## src/rtl/vga_native_arb_if.sv

```systemverilog
// Requester, response and native-port signals of vga_native_arb.
// The slave modport is the arbiter's view; master is the requester/native side.
interface vga_native_arb_if #(
  parameter int ADDR_W = 8,
  parameter int DATA_W = 32
);
  logic              req0_valid_i;
  logic              req0_we_i;
  logic [ADDR_W-1:0] req0_addr_i;
  logic [DATA_W-1:0] req0_wdata_i;
  logic              req0_ready_o;
  logic              rsp0_valid_o;
  logic [DATA_W-1:0] rsp0_rdata_o;
  logic              rsp0_ready_i;

  logic              req1_valid_i;
  logic              req1_we_i;
  logic [ADDR_W-1:0] req1_addr_i;
  logic [DATA_W-1:0] req1_wdata_i;
  logic              req1_ready_o;
  logic              rsp1_valid_o;
  logic [DATA_W-1:0] rsp1_rdata_o;
  logic              rsp1_ready_i;

  logic              write_en_o;
  logic [ADDR_W-1:0] addr_write_o;
  logic [DATA_W-1:0] data2native_o;
  logic              read_en_sync_o;
  logic [ADDR_W-1:0] addr_read_o;
  logic [DATA_W-1:0] data2axil_i;

  modport slave (
    input  req0_valid_i, req0_we_i, req0_addr_i, req0_wdata_i, rsp0_ready_i,
    input  req1_valid_i, req1_we_i, req1_addr_i, req1_wdata_i, rsp1_ready_i,
    input  data2axil_i,
    output req0_ready_o, rsp0_valid_o, rsp0_rdata_o,
    output req1_ready_o, rsp1_valid_o, rsp1_rdata_o,
    output write_en_o, addr_write_o, data2native_o, read_en_sync_o, addr_read_o
  );

  modport master (
    output req0_valid_i, req0_we_i, req0_addr_i, req0_wdata_i, rsp0_ready_i,
    output req1_valid_i, req1_we_i, req1_addr_i, req1_wdata_i, rsp1_ready_i,
    output data2axil_i,
    input  req0_ready_o, rsp0_valid_o, rsp0_rdata_o,
    input  req1_ready_o, rsp1_valid_o, rsp1_rdata_o,
    input  write_en_o, addr_write_o, data2native_o, read_en_sync_o, addr_read_o
  );
endinterface

```

## src/rtl/vga_native_arb.sv

```systemverilog
// Two-requester arbiter onto a native register port, one transaction in flight.
// Define VGA_NATIVE_ARB_RR_EN for round-robin; otherwise requester 0 has fixed priority.
//
// state    | meaning
// StIdle   | no transaction; ready offered to the granted requester
// StWrite  | write_en_o pulse with latched addr/data
// StRead   | read_en_sync_o pulse with latched addr
// StRdWait | native read data valid, captured at end of cycle
// StResp   | response valid to owner until its rsp ready is seen
module vga_native_arb #(
  parameter int ADDR_W = 8,
  parameter int DATA_W = 32
) (
  input  logic             clk_i,
  input  logic             arst_ni,
  vga_native_arb_if.slave  bus
);

  typedef enum logic [2:0] {StIdle, StWrite, StRead, StRdWait, StResp} state_e;

  state_e            state_q, state_d;
  logic              owner_q, owner_d;
  logic              we_q, we_d;
  logic [ADDR_W-1:0] addr_q, addr_d;
  logic [DATA_W-1:0] wdata_q, wdata_d;
  logic [DATA_W-1:0] rdata_q, rdata_d;
  logic              prio;
  logic              gnt1;
  logic              idle;
  logic              acc;
  logic              rsp_rdy;

`ifdef VGA_NATIVE_ARB_RR_EN
  logic prio_q, prio_d;

  // Pointer names the requester that wins the next contention.
  assign prio_d = acc ? ~gnt1 : prio_q;
  assign prio   = prio_q;

  always_ff @(posedge clk_i or negedge arst_ni) begin
    if (!arst_ni) prio_q <= 1'b0;
    else          prio_q <= prio_d;
  end
`else
  assign prio = 1'b0;
`endif

  assign idle = (state_q == StIdle);
  assign gnt1 = bus.req1_valid_i & (~bus.req0_valid_i | prio);

  // Ready is masked while reset is asserted so no accept is visible then.
  assign bus.req0_ready_o = idle & arst_ni & bus.req0_valid_i & ~gnt1;
  assign bus.req1_ready_o = idle & arst_ni & gnt1;
  assign acc              = bus.req0_ready_o | bus.req1_ready_o;
  assign rsp_rdy          = owner_q ? bus.rsp1_ready_i : bus.rsp0_ready_i;

  always_comb begin
    state_d = state_q;
    owner_d = owner_q;
    we_d    = we_q;
    addr_d  = addr_q;
    wdata_d = wdata_q;
    rdata_d = rdata_q;
    case (state_q)
      StIdle: begin
        if (acc) begin
          owner_d = gnt1;
          we_d    = gnt1 ? bus.req1_we_i    : bus.req0_we_i;
          addr_d  = gnt1 ? bus.req1_addr_i  : bus.req0_addr_i;
          wdata_d = gnt1 ? bus.req1_wdata_i : bus.req0_wdata_i;
          rdata_d = '0;
          state_d = we_d ? StWrite : StRead;
        end
      end
      StWrite:  state_d = StResp;
      StRead:   state_d = StRdWait;
      StRdWait: begin
        rdata_d = bus.data2axil_i;
        state_d = StResp;
      end
      StResp:   if (rsp_rdy) state_d = StIdle;
      default:  state_d = StIdle;
    endcase
  end

  always_ff @(posedge clk_i or negedge arst_ni) begin
    if (!arst_ni) begin
      state_q <= StIdle;
      owner_q <= 1'b0;
      we_q    <= 1'b0;
      addr_q  <= '0;
      wdata_q <= '0;
      rdata_q <= '0;
    end else begin
      state_q <= state_d;
      owner_q <= owner_d;
      we_q    <= we_d;
      addr_q  <= addr_d;
      wdata_q <= wdata_d;
      rdata_q <= rdata_d;
    end
  end

  assign bus.write_en_o     = (state_q == StWrite);
  assign bus.read_en_sync_o = (state_q == StRead);
  assign bus.addr_write_o   = addr_q;
  assign bus.addr_read_o    = addr_q;
  assign bus.data2native_o  = wdata_q;

  assign bus.rsp0_valid_o = (state_q == StResp) & ~owner_q;
  assign bus.rsp1_valid_o = (state_q == StResp) & owner_q;
  assign bus.rsp0_rdata_o = bus.rsp0_valid_o ? rdata_q : '0;
  assign bus.rsp1_rdata_o = bus.rsp1_valid_o ? rdata_q : '0;

endmodule

```

## src/flat_wrapper.sv

```systemverilog
// flat-port wrapper written by rule: the top's interface ports become plain ports
module vga_native_arb_flat 
#(
  parameter int ADDR_W = 8,
  parameter int DATA_W = 32
)
  (clk_i, arst_ni, bus_req0_valid_i, bus_req0_we_i, bus_req0_addr_i, bus_req0_wdata_i, bus_rsp0_ready_i, bus_req1_valid_i, bus_req1_we_i, bus_req1_addr_i, bus_req1_wdata_i, bus_rsp1_ready_i, bus_data2axil_i, bus_req0_ready_o, bus_rsp0_valid_o, bus_rsp0_rdata_o, bus_req1_ready_o, bus_rsp1_valid_o, bus_rsp1_rdata_o, bus_write_en_o, bus_addr_write_o, bus_data2native_o, bus_read_en_sync_o, bus_addr_read_o);
  vga_native_arb_if #(.ADDR_W(ADDR_W), .DATA_W(DATA_W)) bus_i ();
  input  logic clk_i;
  input  logic arst_ni;
  input wire logic [$bits(bus_i.req0_valid_i)-1:0] bus_req0_valid_i;
  input wire logic [$bits(bus_i.req0_we_i)-1:0] bus_req0_we_i;
  input wire logic [$bits(bus_i.req0_addr_i)-1:0] bus_req0_addr_i;
  input wire logic [$bits(bus_i.req0_wdata_i)-1:0] bus_req0_wdata_i;
  input wire logic [$bits(bus_i.rsp0_ready_i)-1:0] bus_rsp0_ready_i;
  input wire logic [$bits(bus_i.req1_valid_i)-1:0] bus_req1_valid_i;
  input wire logic [$bits(bus_i.req1_we_i)-1:0] bus_req1_we_i;
  input wire logic [$bits(bus_i.req1_addr_i)-1:0] bus_req1_addr_i;
  input wire logic [$bits(bus_i.req1_wdata_i)-1:0] bus_req1_wdata_i;
  input wire logic [$bits(bus_i.rsp1_ready_i)-1:0] bus_rsp1_ready_i;
  input wire logic [$bits(bus_i.data2axil_i)-1:0] bus_data2axil_i;
  output wire logic [$bits(bus_i.req0_ready_o)-1:0] bus_req0_ready_o;
  output wire logic [$bits(bus_i.rsp0_valid_o)-1:0] bus_rsp0_valid_o;
  output wire logic [$bits(bus_i.rsp0_rdata_o)-1:0] bus_rsp0_rdata_o;
  output wire logic [$bits(bus_i.req1_ready_o)-1:0] bus_req1_ready_o;
  output wire logic [$bits(bus_i.rsp1_valid_o)-1:0] bus_rsp1_valid_o;
  output wire logic [$bits(bus_i.rsp1_rdata_o)-1:0] bus_rsp1_rdata_o;
  output wire logic [$bits(bus_i.write_en_o)-1:0] bus_write_en_o;
  output wire logic [$bits(bus_i.addr_write_o)-1:0] bus_addr_write_o;
  output wire logic [$bits(bus_i.data2native_o)-1:0] bus_data2native_o;
  output wire logic [$bits(bus_i.read_en_sync_o)-1:0] bus_read_en_sync_o;
  output wire logic [$bits(bus_i.addr_read_o)-1:0] bus_addr_read_o;
  assign bus_i.req0_valid_i = bus_req0_valid_i;
  assign bus_i.req0_we_i = bus_req0_we_i;
  assign bus_i.req0_addr_i = bus_req0_addr_i;
  assign bus_i.req0_wdata_i = bus_req0_wdata_i;
  assign bus_i.rsp0_ready_i = bus_rsp0_ready_i;
  assign bus_i.req1_valid_i = bus_req1_valid_i;
  assign bus_i.req1_we_i = bus_req1_we_i;
  assign bus_i.req1_addr_i = bus_req1_addr_i;
  assign bus_i.req1_wdata_i = bus_req1_wdata_i;
  assign bus_i.rsp1_ready_i = bus_rsp1_ready_i;
  assign bus_i.data2axil_i = bus_data2axil_i;
  assign bus_req0_ready_o = bus_i.req0_ready_o;
  assign bus_rsp0_valid_o = bus_i.rsp0_valid_o;
  assign bus_rsp0_rdata_o = bus_i.rsp0_rdata_o;
  assign bus_req1_ready_o = bus_i.req1_ready_o;
  assign bus_rsp1_valid_o = bus_i.rsp1_valid_o;
  assign bus_rsp1_rdata_o = bus_i.rsp1_rdata_o;
  assign bus_write_en_o = bus_i.write_en_o;
  assign bus_addr_write_o = bus_i.addr_write_o;
  assign bus_data2native_o = bus_i.data2native_o;
  assign bus_read_en_sync_o = bus_i.read_en_sync_o;
  assign bus_addr_read_o = bus_i.addr_read_o;
  vga_native_arb #(.ADDR_W(ADDR_W), .DATA_W(DATA_W)) u_core (.clk_i(clk_i), .arst_ni(arst_ni), .bus(bus_i));
endmodule
```

## config.mk

```make
export PLATFORM = sky130hd
export DESIGN_NAME = vga_native_arb_flat
export DESIGN_NICKNAME = d
export VERILOG_FILES = /design/src/rtl/vga_native_arb_if.sv /design/src/rtl/vga_native_arb.sv /design/src/flat_wrapper.sv
export SDC_FILE = /design/constraint.sdc
export NUM_CORES = 1
export LEC_CHECK = 0
export CORE_MARGIN = 2
export CORE_UTILIZATION = 39
export CTS_CLUSTER_DIAMETER = 40
export DETAILED_ROUTE_END_ITERATION = 10
export GPL_ROUTABILITY_DRIVEN = 0
export PLACE_DENSITY = 0.82
export SKIP_CTS_REPAIR_TIMING = 1
export SYNTH_ARGS = -nofsm -noshare
export SYNTH_HDL_FRONTEND = slang
export SYNTH_SLANG_ARGS = --single-unit
```

## constraint.sdc

```tcl
create_clock -name clk_i -period 2 [get_ports clk_i]
set_clock_uncertainty 0.15 [all_clocks]
set_input_delay 0.4 -clock clk_i [delete_from_list [all_inputs] [get_ports clk_i]]
set_output_delay 0.4 -clock clk_i [all_outputs]
set_load 0.02 [all_outputs]
```

# == Word level (Yosys, flattened, before mapping) ==
# Cells that the tools add are included.
# word_totals
regBits,76
input_bits,120
output_inout_bits,118
elab_cells,40
# classes
n_eq_ne,6
muxes,12
n_bitwise,11
n_reduce_logical,6
# op_table
operator,n
32-bit two-way mux,4
32-bit case mux with 2 select lines,1
3-bit case mux with 4 select lines,1
8-bit two-way mux,1
1-bit bitwise AND,7
"3-bit by 2-bit equality test with 1-bit output, second input constant",2
3-bit two-way mux,2
2-bit AND reduction,3
"3-bit by 1-bit equality test with 1-bit output, second input constant",1
"3-bit equality test, second input constant",1
3-bit zero test,1
1-bit inverter,3
1-bit two-way mux,2
2-bit two-way mux,1
"2-bit by 1-bit inequality test with 1-bit output, second input constant",1
"2-bit inequality test, second input constant",1
2-bit nonzero test,1
2-bit OR reduction,1
1-bit OR,1

# == Longest topological paths before layout ==
# Gate-level depths: netlist of run 1.
# logic_depth
depth_word,7
mapped_depth,5
ltp_nobuf,3

# == Worst setup path after synthesis of run 1 ==
# Ideal clock, no wire load.
# synth_path
kind,reg2out
startpoint,register u_core.state_q[0]
endpoint,output port bus_rsp1_rdata_o[22]
arrival_ns,1.472
path_slack_ns,-0.022
path_stages_with_launch,5
path_buffers,1
path_cell_list,dfrtp_1 or3b_4 nor2_2 buf_2 and2_1
# synth_between
elab_chain_len,3
# synth_lines
item,line,text
"start, declared",vga_native_arb.sv:21,"state_e state_q, state_d;"
"start signal, assigned",vga_native_arb.sv:88,state_q <= StIdle;
"start signal, assigned",vga_native_arb.sv:95,state_q <= state_d;
3-bit equality test,vga_native_arb.sv:111,assign bus.rsp1_valid_o = (state_q == StResp) & owner_q;
1-bit bitwise AND,vga_native_arb.sv:111,
named net bus_rsp1_valid_o,flat_wrapper.sv:26,output wire logic [$bits(bus_i.rsp1_valid_o)-1:0] bus_rsp1_valid_o;
32-bit two-way mux,vga_native_arb.sv:113,assign bus.rsp1_rdata_o = bus.rsp1_valid_o ? rdata_q : '0;
"end, declared",flat_wrapper.sv:27,output wire logic [$bits(bus_i.rsp1_rdata_o)-1:0] bus_rsp1_rdata_o;
# The timed path passes the listed nets, and every way through them passes these cells.

# == Worst setup path after layout of run 1 ==
# layout_path
startpoint,register u_core.state_q[0]
endpoint,output port bus_rsp0_rdata_o[9]
# layout_between
elab_chain_len,3
# layout_lines
item,line,text
3-bit equality test,vga_native_arb.sv:110,assign bus.rsp0_valid_o = (state_q == StResp) & ~owner_q;
1-bit bitwise AND,vga_native_arb.sv:110,
32-bit two-way mux,vga_native_arb.sv:112,assign bus.rsp0_rdata_o = bus.rsp0_valid_o ? rdata_q : '0;
"end, declared",flat_wrapper.sv:24,output wire logic [$bits(bus_i.rsp0_rdata_o)-1:0] bus_rsp0_rdata_o;
# No other way between the ends.

==> results of run 1 <==
==> cell families after synthesis <==
| kind of cell | after synthesis | share of synthesized area |
|---|---|---|
| AOI/OAI and AO/OA | 39 | 0.0480 |
| muxes | 81 | 0.252 |
| DFF | 76 | 0.454 |
| buffers and inverters | 37 | 0.0674 |
| and+or+nand+nor | 144 | 0.179 |
==> state kept, by name, indices dropped and copies added (netlist names) <==
register,count
u_core.bus.addr_read_o,8
u_core.state_q,3
u_core.owner_q,1
u_core.rdata_q,32
u_core.bus.data2native_o,32
==> per-stage QoR <==
step	instances	hold WS [ps]	util	worst slack (ps)
after floorplan	377	-45.6	-	11.0
after global placement	739	155	0.649	-445
after detailed placement	739	155	0.649	-440
after CTS	753	-222	0.668	-844
after global routing	766	216	0.686	-417
final	766	119	0.686	-334
==> report_power, final <==
part / switching [mW] / internal (mW) / total, mW / leakage (nW)
clock network: 0.544 / 0.692 / 1.24 / 0.0984
registers: 0.530 / 2.31 / 2.84 / 0.957
logic: 2.13 / 2.70 / 4.84 / 2.19
total: 3.21 / 5.71 / 8.91 / 3.24
==> per-layer routing <==
layer | vias to the layer above | wire [um] | share of wire | track usage
met2 | 161 | 6280 | 0.52 | 0.361
met3 | 16 | 982 | 0.081 | 0.0539
met1 | 1732 | 4710 | 0.39 | 0.234
met5 | - | 0 | 0 | 0
li1 | 1742 | - | - | -
met4 | 0 | 155 | 0.013 | 0.0577
==> placed cells by master (no fill, tap or decap), types with 2 or more instances in the layout <==
cell             synthesis  final
clkdlybuf4s50_1          0    166
dfrtp_1                 76     76
nand2_1                 66     66
and2_1                  65     55
mux2_2                  43     42
mux2_4                  38     39
buf_4                    8     33
buf_6                    5     32
clkbuf_2                 6     22
o21ai_2                  0     14
o21ai_0                 35     13
and2_2                   0      9
clkbuf_8                 0      9
o21ai_1                  0      8
buf_12                   4      6
clkbuf_16                0      5
inv_1                    3      3
dlymetal6s2s_1           0      3
buf_2                    3      3
nor2_4                   1      2
nor2_1                   3      2
o21a_4                   0      2
and3b_1                  2      2
a21oi_1                  2      2
bufinv_16                0      2
==> layout make-up <==
| class | count | area share |
|---|---|---|
| flip-flops and latches | 76 | 0.267 |
| well taps | 136 | 0.0239 |
| clock buffers | 10 | 0.0179 |
| repair buffers | 272 | 0.380 |
| clock inverters | 4 | 0.0107 |
| multi-input cells | 265 | 0.299 |
| inverters | 3 | 0.00158 |
==> worst max-delay path, delay by kind of cell, from the launching register on <==
family | cells | cell delay [ps]
flops | 1 | 390
buf+inv | 2 | 340
simple gates | 3 | 710
==> worst max-delay path by stage <==
stage                            from              endpoint  depth (start not counted)
detailed placement   bus_req0_valid_i      bus_req1_ready_o                          4
floorplan           u_core.state_q[0]  bus_rsp1_rdata_o[22]                          4
global placement     bus_req0_valid_i      bus_req1_ready_o                          4
finish              u_core.state_q[0]   bus_rsp0_rdata_o[9]                          5
global route        u_core.state_q[0]  bus_rsp1_rdata_o[27]                          5
CTS                 u_core.state_q[0]   bus_rsp1_rdata_o[6]                          5
==> reports/qor.yml, run 1 <==
antenna_found_initial: 0
synth_cell_types: 25
wirelength_um: 12100
io_buffers: 237
r2r-start: "u_core.state_q[0]"
slew_viol_final: 0
synth_common_cells: "76 x dfrtp_1, 66 x nand2_1, 65 x and2_1, 43 x mux2_2, 38 x mux2_4"
nFillCells: 782
clock_sinks: 76
p_leak_nw: 3.24
worst-setup-path-type: "reg -> out"
grt_pass1_vias: 3722
grt_pass1_wl_um: 18300
hp-class: "in -> async"
yosys_warnings: 0
grt_usage: 0.201
start_kind: "register"
synth_top_area_frac: 0.454
pin_count: 238
viasPerCell: 4.77
placed_cell_area_um2: 6730
synth_cells: 377
regArea_um2: 1900
n_antenna_cell: 0
dp_hpwl_um: 8920
synth.most_common_cell: "dfrtp_1"
p_per_area_nw_per_um2: 1250
fin_crit_sh: 1.17
crit_chain: "or3b_4, nor2_4, buf_12, and2_1, clkbuf_2"
grt_setup_unrepaired: "yes"
required_ps: 1450
hold_viol: 0
cts_max_level: 3
reg2regPathDepth: 7
nNetsFinal: 747
cp_max_fo: 33
synthToLayoutAreaGrowth_pct: 69.7
tightest_slew_ps: 912
violations: "setup timing"
ys.flop_type: "dfrtp_1"
min_period_ps: 2330
avgSynthCellArea_um2: 11.1
grt_max_degree: 73
setup_viol: 109
clock_path_buffers: 2
insertion_delay_ps: 340
drtIter0Drc: 123
clkTransAtPathRegs_ps: 80
setup_ws_ps: -334
yosysTopAreaCell: "dfrtp_1"
slew_headroom: 0.392
synth.yosys.seq_area_share: 0.454
core_um2: 10400
syn-num-nets: 497
cts_made_buffers: 9
die_width_um: 108
final_area_um2: 7110
reg2reg_to: "u_core.bus.addr_read_o[3]"
post_drt_wl_per_cell_um: 15.8
r2r_slack_ps: -100
cp.arrival_ps: 1780
tns_ps: -22330
cts_tree: "done"
clock-root-buffer: "clkbuf_8"
rows: 37
firstDrtPassIters: 4
drv_cap: 0
die_h_um: 108
max_stage_delay_ps: 440
start_util: 0.404
max_clock_freq_mhz: 428
synth_edf_count: 0
end_kind: "output pin"
ys_async_sr_fraction: 1.00
multi_input_area_um2: 2120
postRouteAntennaNets: 0
synth-seq-cells: 76
status: "finished, violations left"
ys_top_cells_by_area: "dfrtp_1 45%, mux2_4 14%, mux2_2 12%"
route.vias.total: 3651
critPathSlowestCell: "or3b_4"
ir_drop_mv: 0.787
synth_area_um2: 4190
dieArea_um2: 11600
grt-ovfl-total: 0
drc: 0
power.total_mw: 8.91
drive_gt1_frac: 0.363
Power figures use the tool's default switching activity.
==> run 2, diff against run 1 <==
Settings changed: ABC_AREA from default to 0, CTS_CLUSTER_SIZE from default to 8, PLACE_DENSITY 0.82 to default, PLACE_DENSITY_LB_ADDON from default to 0.1.
==> run 2 against run 1 <==
Critical path depth is the same. Critical endpoint is now bus_rsp1_rdata_o[4]. Final area grew 1.7%. Critical path type unchanged. Die area is the same. Clock power shrank 8%. Cell count grew 0.91%. The run still ends with setup timing left. Sequential power is essentially flat. Core utilization grew 1.2 points. Sequential share of layout area shrank 0.45 points. Wire length shrank 2.1%. Power shrank 1.3%.
==> reports/qor.yml, run 2 (synthesized netlist as in run 1, its figures left out) <==
setup_ws_ps: -297
grt_pass1_vias: 3687
nNetsFinal: 753
synthToLayoutAreaGrowth_pct: 72.6
dieArea_um2: 11600
grt_setup_unrepaired: "yes"
max_stage_delay_ps: 440
critPathSlowestCell: "or3b_4"
rows: 37
status: "finished, violations left"
die_width_um: 108
antenna_found_initial: 0
power.total_mw: 8.80
dp_hpwl_um: 8660
cts_max_level: 3
fin_crit_sh: 1.15
slew_headroom: 0.388
reg2reg_to: "u_core.bus.data2native_o[27]"
drive_gt1_frac: 0.352
final_cell_mix: "166 x clkdlybuf4s50_1, 76 x dfrtp_1, 66 x nand2_1"
post_drt_wl_per_cell_um: 15.4
final_common_cell: "clkdlybuf4s50_1"
cts_made_buffers: 9
hold_ws_ps: 172
crit_chain: "or3b_4, nor2_4, buf_12, and2_1, clkbuf_2"
slew_viol_final: 0
required_ps: 1450
insertion_delay_ps: 320
io_buffers: 237
clkTransAtPathRegs_ps: 90
p_leak_nw: 3.27
final_cells: 773
cp_max_fo: 33
worst-setup-path-type: "reg -> out"
hp-class: "in -> async"
max_clock_freq_mhz: 435
end_kind: "output pin"
n_antenna_cell: 0
grt-ovfl-total: 0
r2r_slack_ps: -60
drv_cap: 0
cts_tree: "done"
grt_max_degree: 73
endpoint: "bus_rsp1_rdata_o[4]"
critPathLaunch: "u_core.state_q[0]"
cp.arrival_ps: 1750
start_kind: "register"
dp.cells: 744
tightest_slew_ps: 918
p_per_area_nw_per_um2: 1220
min_period_ps: 2300
r2r-start: "u_core.state_q[0]"
postRouteAntennaNets: 0
die_h_um: 108
core_um2: 10400
firstDrtPassIters: 4
pin_count: 238
clock-root-buffer: "clkbuf_8"
drtIter0Drc: 108
grt_usage: 0.195
route.vias.total: 3597
fin_util: 0.698
start_util: 0.404
drc: 0
wirelength_um: 11900
reg2regPathDepth: 6
clock_sinks: 76
setup_viol: 95
clock_path_buffers: 2
viasPerCell: 4.65
grt_pass1_wl_um: 18000
hold_viol: 0
violations: "setup timing"
ir_drop_mv: 0.816
## run 2: cell count changes in the layout (fill, tap and decap cells not counted), sizes merged
cell	previous run	this run
clkinvlp	1	2
bufinv	2	1
clkbuf	37	20
buf	75	99
## run 2: power by group
part / internal (mW) / switching, mW / total [mW]
combinational: 2.74 / 2.08 / 4.82
sequential: 2.31 / 0.533 / 2.84
clock: 0.603 / 0.533 / 1.14
## run 2: metal layers
layer  track usage  share of wire
met1         0.235           0.40
met2         0.342           0.52
met3        0.0551          0.082
met4        0.0513         0.0061
met5             0              0
## run 2: final cells by class
| type | instances | area, um^2 |
|---|---|---|
| inverter | 3 | 11.3 |
| sequential | 76 | 1900 |
| clock buffer | 11 | 141 |
| tap | 136 | 170 |
| multi-input combinational | 265 | 2080 |
| timing repair buffer | 278 | 2890 |
| clock inverter | 4 | 50.0 |
| fill | 796 | 3130 |
## run 2: how the worst min path moves through the flow
stage,startpoint,endpoint,slack [ps],depth (start not counted)
CTS,arst_ni,u_core.state_q[0],-190,2
detailed placement,arst_ni,u_core.owner_q,170,2
finish,arst_ni,u_core.bus.data2native_o[25],170,2
global placement,arst_ni,u_core.owner_q,170,2
floorplan,arst_ni,u_core.bus.addr_read_o[0],-50,0
global route,arst_ni,u_core.bus.data2native_o[25],260,2
## run 2: critical path, delay by kind of cell, from the launching register on
kind	cells	cell delay (ps)
and+or+nand+nor	3	700
DFF	1	390
buffers and inverters	2	340
## run 2: stage by stage
stage / instance area (um^2) / setup TNS, ps / setup slack (ps)
final: 7240 / -18110 / -297
after global routing: 7240 / -25560 / -364
after CTS: 6970 / -50880 / -789
after detailed placement: 6780 / -35000 / -418
after global placement: 6780 / -32080 / -363
after floorplan: 4200 / 0 / 11.0
==> run 3, diff against run 2 <==
Settings changed: MAX_ROUTING_LAYER from default to met4.
==> run 3 against run 2 <==
The run still ends with setup timing left. Worst hold slack lost 5.7 ps. Sequential power about the same. Cell count stayed put. Die area unchanged.
==> reports/qor.yml, run 3 (synthesized netlist as in run 1, its figures left out) <==
cp.arrival_ps: 1740
dieArea_um2: 11600
worst-setup-path-type: "reg -> out"
clock-root-buffer: "clkbuf_8"
viasPerCell: 4.67
synthToLayoutAreaGrowth_pct: 72.6
hold_ws_ps: 167
start_kind: "register"
core_um2: 10400
grt_pass1_wl_um: 17900
postRouteAntennaNets: 0
required_ps: 1450
clkPwrFrac: 0.130
grt_setup_unrepaired: "yes"
min_period_ps: 2290
p_comb_frac: 0.547
cp.depth: 5
p_int_mw: 5.65
start_util: 0.404
n_antenna_cell: 0
cp_max_fo: 33
grt_pass1_vias: 3700
die_width_um: 108
cp.buffers_inverters: 2
grt-ovfl-total: 0
hold_viol: 0
ir_drop_mv: 0.818
nNetsFinal: 753
multi_input_area_um2: 2070
reg2regPathDepth: 6
drive_gt1_frac: 0.353
regArea_um2: 1900
dp.cells: 744
fin_crit_sh: 1.15
io_buffers: 237
cts_tree: "done"
dp_hpwl_um: 8660
drtIter0Drc: 97
tightest_slew_ps: 914
slew_headroom: 0.391
hp-class: "in -> async"
pin_count: 238
final_cells: 773
final_common_cell: "clkdlybuf4s50_1"
post_drt_wl_per_cell_um: 15.3
insertion_delay_ps: 330
final_cell_mix: "166 x clkdlybuf4s50_1, 76 x dfrtp_1, 66 x nand2_1"
power.share.sequential: 0.323
setup_ws_ps: -293
rows: 37
power.switching_mw: 3.14
crit_chain: "or3b_4, nor2_4, buf_12, and2_1, clkbuf_2"
cts_max_level: 3
drv_cap: 0
grt_max_degree: 73
violations: "setup timing"
clock_path_buffers: 2
fin_util: 0.698
p_sw_frac: 0.357
route.vias.total: 3609
die_h_um: 108
critPathSlowestCell: "or3b_4"
max_clock_freq_mhz: 436
p_leak_nw: 3.26
slew_viol_final: 0
cts_made_buffers: 9
cp_top_family: "simple AND/OR/NAND/NOR gates"
antenna_found_initial: 0
max_stage_delay_ps: 440
wirelength_um: 11800
grt_usage: 0.200
p_per_area_nw_per_um2: 1210
drc: 0
clock_sinks: 76
end_kind: "output pin"
nFillCells: 796
setup_viol: 94
clkTransAtPathRegs_ps: 90
firstDrtPassIters: 4
status: "finished, violations left"
[run 3: cell count changes in the layout (fill, tap and decap cells not counted)]
cell,previous run,this run
buf_4,50,47
buf_6,41,44
buf_2,0,1
and2_4,5,3
and2_2,7,9
dlymetal6s2s_1,3,2
[run 3: per-stage QoR]
step                      area, um^2  setup slack [ps]  setup TNS (ps)  total power, mW
after floorplan                 4200              11.0               0             5.33
after global routing            7240              -359          -25260             9.31
after global placement          6780              -363          -32080             7.21
after detailed placement        6780              -418          -35000             7.30
after CTS                       6970              -789          -50880             8.50
final                           7240              -293          -17710             8.79
[run 3: path summary, 6_finish.rpt]
check                                            start                      endpoint  slack [ps]
min in group clk_i         u_core.bus.data2native_o[2]   u_core.bus.data2native_o[2]         360
min reg2reg                u_core.bus.data2native_o[2]   u_core.bus.data2native_o[2]         360
min                                            arst_ni  u_core.bus.data2native_o[25]         170
max in group asynchronous                      arst_ni     u_core.bus.addr_read_o[7]         940
max                                  u_core.state_q[0]           bus_rsp1_rdata_o[4]        -290
max reg2reg                          u_core.state_q[0]  u_core.bus.data2native_o[27]         -60
[run 3: layer usage]
| metal | GRT usage | wire length [um] |
|---|---|---|
| met3 | 0.0424 | 870 |
| met5 | - | 0 |
| met2 | 0.343 | 6090 |
| met4 | 0.0513 | 119 |
| met1 | 0.240 | 4750 |
[run 3: layout make-up]
class,instances,area share
multi-input combinational,265,0.286
tap,136,0.0235
sequential,76,0.263
timing repair buffer,278,0.399
inverter,3,0.00156
clock buffer,11,0.0195
clock inverter,4,0.00691
[run 3: power groups by stage]
stage / Sequential (mW) / Combinational, mW / Clock (mW)
floorplan: 3.26 / 2.07 / 0
global route: 2.95 / 5.12 / 1.24
CTS: 2.85 / 4.47 / 1.18
global placement: 2.82 / 4.38 / 0
detailed placement: 2.84 / 4.46 / 0
finish: 2.84 / 4.81 / 1.14
